<file path="src/rtl/xor_unit_pkg.sv">
// rtl/xor_unit_pkg.sv - shared constants and result record for the XOR unit
package xor_unit_pkg;

  localparam int XOR_UNIT_DEFAULT_WIDTH = 1;
  localparam int XOR_UNIT_MAX_WIDTH     = 64;

  // Widest result record; per-instance stages carry only WIDTH+1 bits of it.
  typedef struct packed {
    logic [XOR_UNIT_MAX_WIDTH-1:0] data;
    logic                          parity;
  } xor_result_t;

endpackage

</file>
<file path="src/rtl/xor_out_reg.sv">
// rtl/xor_out_reg.sv - single-entry valid/ready register stage, refills while draining
module xor_out_reg #(
  parameter int DW = 2
) (
  input  logic          clk,
  input  logic          rst_n,
  input  logic          in_valid,
  output logic          in_ready,
  input  logic [DW-1:0] in_data,
  output logic          out_valid,
  input  logic          out_ready,
  output logic [DW-1:0] out_data
);

  logic          valid_q, valid_d;
  logic [DW-1:0] data_q,  data_d;
  logic          accept;

  assign in_ready = !valid_q || out_ready;
  assign accept   = in_valid && in_ready;

  // Payload only moves on accept, so undefined operands are harmless while idle.
  always_comb begin
    valid_d = valid_q;
    data_d  = data_q;
    if (accept) begin
      valid_d = 1'b1;
      data_d  = in_data;
    end else if (out_ready) begin
      valid_d = 1'b0;
    end
  end

  always_ff @(posedge clk) begin
    if (!rst_n) begin
      valid_q <= 1'b0;
      data_q  <= '0;
    end else begin
      valid_q <= valid_d;
      data_q  <= data_d;
    end
  end

  assign out_valid = valid_q;
  assign out_data  = data_q;

endmodule

</file>
<file path="src/rtl/xor_unit.sv">
// rtl/xor_unit.sv - bitwise XOR with a combinational port and a registered parity-tagged path
module xor_unit
  import xor_unit_pkg::*;
#(
  parameter int WIDTH = XOR_UNIT_DEFAULT_WIDTH
) (
  input  logic             clk,
  input  logic             rst_n,
  output logic [WIDTH-1:0] a_xor_b,
  input  logic [WIDTH-1:0] a,
  input  logic [WIDTH-1:0] b,
  input  logic             in_valid,
  output logic             in_ready,
  output logic [WIDTH-1:0] out_data,
  output logic             out_parity,
  output logic             out_valid,
  input  logic             out_ready
);

  typedef struct packed {
    logic [WIDTH-1:0] data;
    logic             parity;
  } result_t;

  result_t res_in;
  result_t res_out;

  assign a_xor_b = a ^ b;

  always_comb begin
    res_in.data   = a ^ b;
    res_in.parity = ^(a ^ b);
  end

  xor_out_reg #(
    .DW ($bits(result_t))
  ) u_out_reg (
    .clk       (clk),
    .rst_n     (rst_n),
    .in_valid  (in_valid),
    .in_ready  (in_ready),
    .in_data   (res_in),
    .out_valid (out_valid),
    .out_ready (out_ready),
    .out_data  (res_out)
  );

  assign out_data   = res_out.data;
  assign out_parity = res_out.parity;

endmodule

</file>
<file path="config.mk">
export PLATFORM = sky130hd
export DESIGN_NAME = xor_unit
export DESIGN_NICKNAME = d
export VERILOG_FILES = /design/src/rtl/xor_unit_pkg.sv /design/src/rtl/xor_out_reg.sv /design/src/rtl/xor_unit.sv
export SDC_FILE = /design/constraint.sdc
export NUM_CORES = 1
export LEC_CHECK = 0
export ABC_AREA = 1
export CORE_AREA = 2 2 39 41
export DETAILED_ROUTE_END_ITERATION = 16
export DIE_AREA = 0 0 41 43
export PLACE_DENSITY = 0.3
export SLEW_MARGIN = 5
export SYNTH_ARGS = -nofsm -noshare
export SYNTH_HDL_FRONTEND = slang
export SYNTH_SLANG_ARGS = --single-unit
export TNS_END_PERCENT = 10
</file>
<file path="constraint.sdc">
create_clock -name clk -period 0.8 [get_ports clk]
set_input_delay 0.12 -clock clk [delete_from_list [all_inputs] [get_ports clk]]
set_output_delay 0.12 -clock clk [all_outputs]
set_load 0.01 [all_outputs]
</file>
==> results.py <==
metrics = {
    "yosys": {
        "ys_ff_latch": 2,
        "synth_top_area_share": 0.3721,
        "synthCells": 16,
        "synth_cell_types": 8,
        "synth_warnings": 0,
        "syn_avg_cell_area_sq_um": 6.725,
        "synth.largest_area_cell": "dfxtp_1",
        "syn_area_sq_um": 107.6,
        "synthesis.nets": 22,
        "synth-seq-area-share": 0.3721,
        "yosys-top-cells-area": "dfxtp_1, nand2_2, inv_1, nand2_1, nor2_1",
    },
    "floorplan": {
        "die_h_um": 43,
        "rows": 14,
        "dieArea_sq_um": 1763,
        "die_w_um": 41,
        "pin_count": 11,
        "start_util": 0.07776,
        "core_sq_um": 1384,
    },
    "power": {
        "finalPower_mw": 0.4394,
        "peakVddDrop_mv": 0.3348,
        "p_per_area_nw_per_um2": 1756,
        "p_leak_nw": 0.1301,
    },
    "sta": {
        "fin_crit_ps": 830.3,
        "setup_tns_ps": -30.27,
        "layout_setup_ws_ps": -30.27,
        "slew_violations": 0,
        "rsz0062_at_grt": "yes",
        "finalSetupViolCount": 1,
        "tightest_slew_ps": 114.6,
        "slew_headroom": 0.9229,
        "hold_slack_ps": 376.7,
        "hold_viol_final": 0,
        "fin_skew_ps": 0.9839,
        "post-route-period-util": 1.038,
        "max_freq_mhz": 1204,
    },
    "worst_setup_path": {
        "cp_slowest_stage_delay_ps": 320,
        "regToRegSetupSlack_ps": 0,
        "startpoint_type": "flip-flop",
        "critPathRequiredTime_ps": 680,
        "cp_top_family": "flip-flops",
        "cp-end-kind": "output pin",
        "worst_path_max_delay_cell": "dfxtp_2",
        "worstPathCellList": "nand2_2, buf_6",
        "critical_path_depth": 2,
        "cp_max_fo": 2,
        "rr_worst_depth": 6,
        "cp.arrival_ps": 710,
        "timing.rr.start": "u_out_reg.out_valid",
        "worst-path-buf-inv": 1,
        "rr_endpoint": "u_out_reg.out_data[0]",
        "critPathKind": "flip-flop to output pin",
    },
    "finish": {
        "regArea_sq_um": 42.54,
        "fin_nets": 38,
        "drive_gt1_frac": 0.6000,
        "num_antenna_cells": 0,
        "fillers": 157,
        "multi_input_comb_area_sq_um": 56.30,
        "area_growth_pct": 132.6,
    },
    "detailed_routing": {
        "drt-initial-drc-count": 1,
        "drc": 0,
        "vias": 134,
        "drt_wl_total_um": 304,
        "wl_per_cell_um": 6.609,
        "drtAntennaViolNets": 0,
        "routed_via_density": 2.913,
        "drtPass1Iterations": 2,
    },
    "min_path": {
        "min_to": "u_out_reg.out_data[0]",
        "hp-class": "primary input to flip-flop",
        "holdPathStages": 6,
        "holdCritStartpoint": "a",
    },
    "cts": {
        "cts_max_level": 1,
        "clk_latency_ps": 220,
        "cts.sinks": 2,
        "numCtsBuffers": 3,
        "path_clk_slew_ps": 30,
        "clockBufferDepth": 2,
        "post_cts_buffers": 0,
        "cts_tree": "done",
        "hold_buffers": 0,
        "clockRootBuffer": "clkbuf_4",
    },
    "flow_run": {
        "cap_violations": 0,
    },
    "global_routing": {
        "grt_pass1_wl_um": 462,
        "grt_overflow": 0,
        "grt.total_usage": 0.05120,
        "grt_max_degree": 4,
        "grt_pass1_vias": 132,
        "antenna_found_initial": 0,
    },
    "outcome": {
        "violations": "setup timing",
        "status": "complete, but fails checks",
    },
    "placed_design": {
        "dp_slack_ps": -632.6,
        "portBuffers": 10,
        "place.gp.congestion": 0.5175,
        "hpwl_um": 216.8,
    },
}
[through the flow]
stage	area [sq um]	cells	util
floorplan	107.6	16	-
global placement	235.2	43	0.1700
detailed placement	235.2	43	0.1700
CTS	242.7	46	0.1754
global route	250.2	46	0.1808
finish	250.2	46	0.1808
[power by group]
group,internal [mW],total (mW),switching (mW)
clock network,0.165,0.224,0.0584
logic,0.0583,0.0984,0.0402
registers,0.110,0.117,0.00676
total,0.334,0.439,0.105
[worst register-to-register path, delay by kind of cell, from the launching register on]
family        cells  cell delay [ps]
buf+inv           1              140
simple gates      5              240
flops             1              320
[synth_stat cells]
| library cell | number |
|---|---|
| inv_1 | 3 |
| a21boi_0 | 1 |
| nand2_2 | 2 |
| nor2_1 | 3 |
| nand2_1 | 3 |
| dfxtp_1 | 2 |
| buf_4 | 1 |
| nor2_2 | 1 |
[cell usage in the layout (no fill, tap or decap)]
master and instances:
nand2_1 3, inv_1 3, clkbuf_4 3, buf_6 3, nor2_1 2, nor2_2 2, clkbuf_2 2, clkdlybuf4s50_1 2
buf_2 2, buf_4 2, dfxtp_2 2, nand2_2 1, nand2_4 1, a21boi_0 1, dlygate4sd2_1 1
[worst max-delay path by stage]
stage / end / slack, ps / start
2_1_floorplan: u_out_reg.out_data[0] / 20 / u_out_reg.out_valid
3_3_place_gp: a_xor_b / -620 / b
3_5_place_dp: a_xor_b / -630 / b
4_1_cts: in_ready / -40 / u_out_reg.out_valid
5_1_grt: in_ready / -70 / u_out_reg.out_valid
6_report: in_ready / -30 / u_out_reg.out_valid
[final cells by class]
cell class / instances / area share
clock buffers: 3 / 0.09000
inverters: 3 / 0.04500
multi-input cells: 10 / 0.2250
flip-flops and latches: 2 / 0.1700
well taps: 16 / 0.08000
repair buffers: 12 / 0.3900
[cell families (layout without fill, tap and decap cells)]
group           after synthesis  after routing  synth area share
buf+inv                       4             18            0.1744
compound gates                1              1           0.06979
simple gates                  9              9            0.3837
flops                         2              2            0.3721
[registers in the layout, summed over array words and instances (netlist names)]
register / count
u_out_reg.out_data: 1
u_out_reg.out_valid: 1
[layer usage]
metal / global-route usage / routed length [um]
met5: 0 / 0
met4: 0.1000 / 22
met3: 0.04712 / 59
met2: 0.03750 / 82
met1: 0.04823 / 139
[timing repair]
item                                    4_1_cts  5_1_grt
gates resized for setup                      27        7
pin swaps                                     2        2
endpoints found under the setup margin        7        6
hold endpoints to repair                      0        0
(Power assumes the default switching activity.)
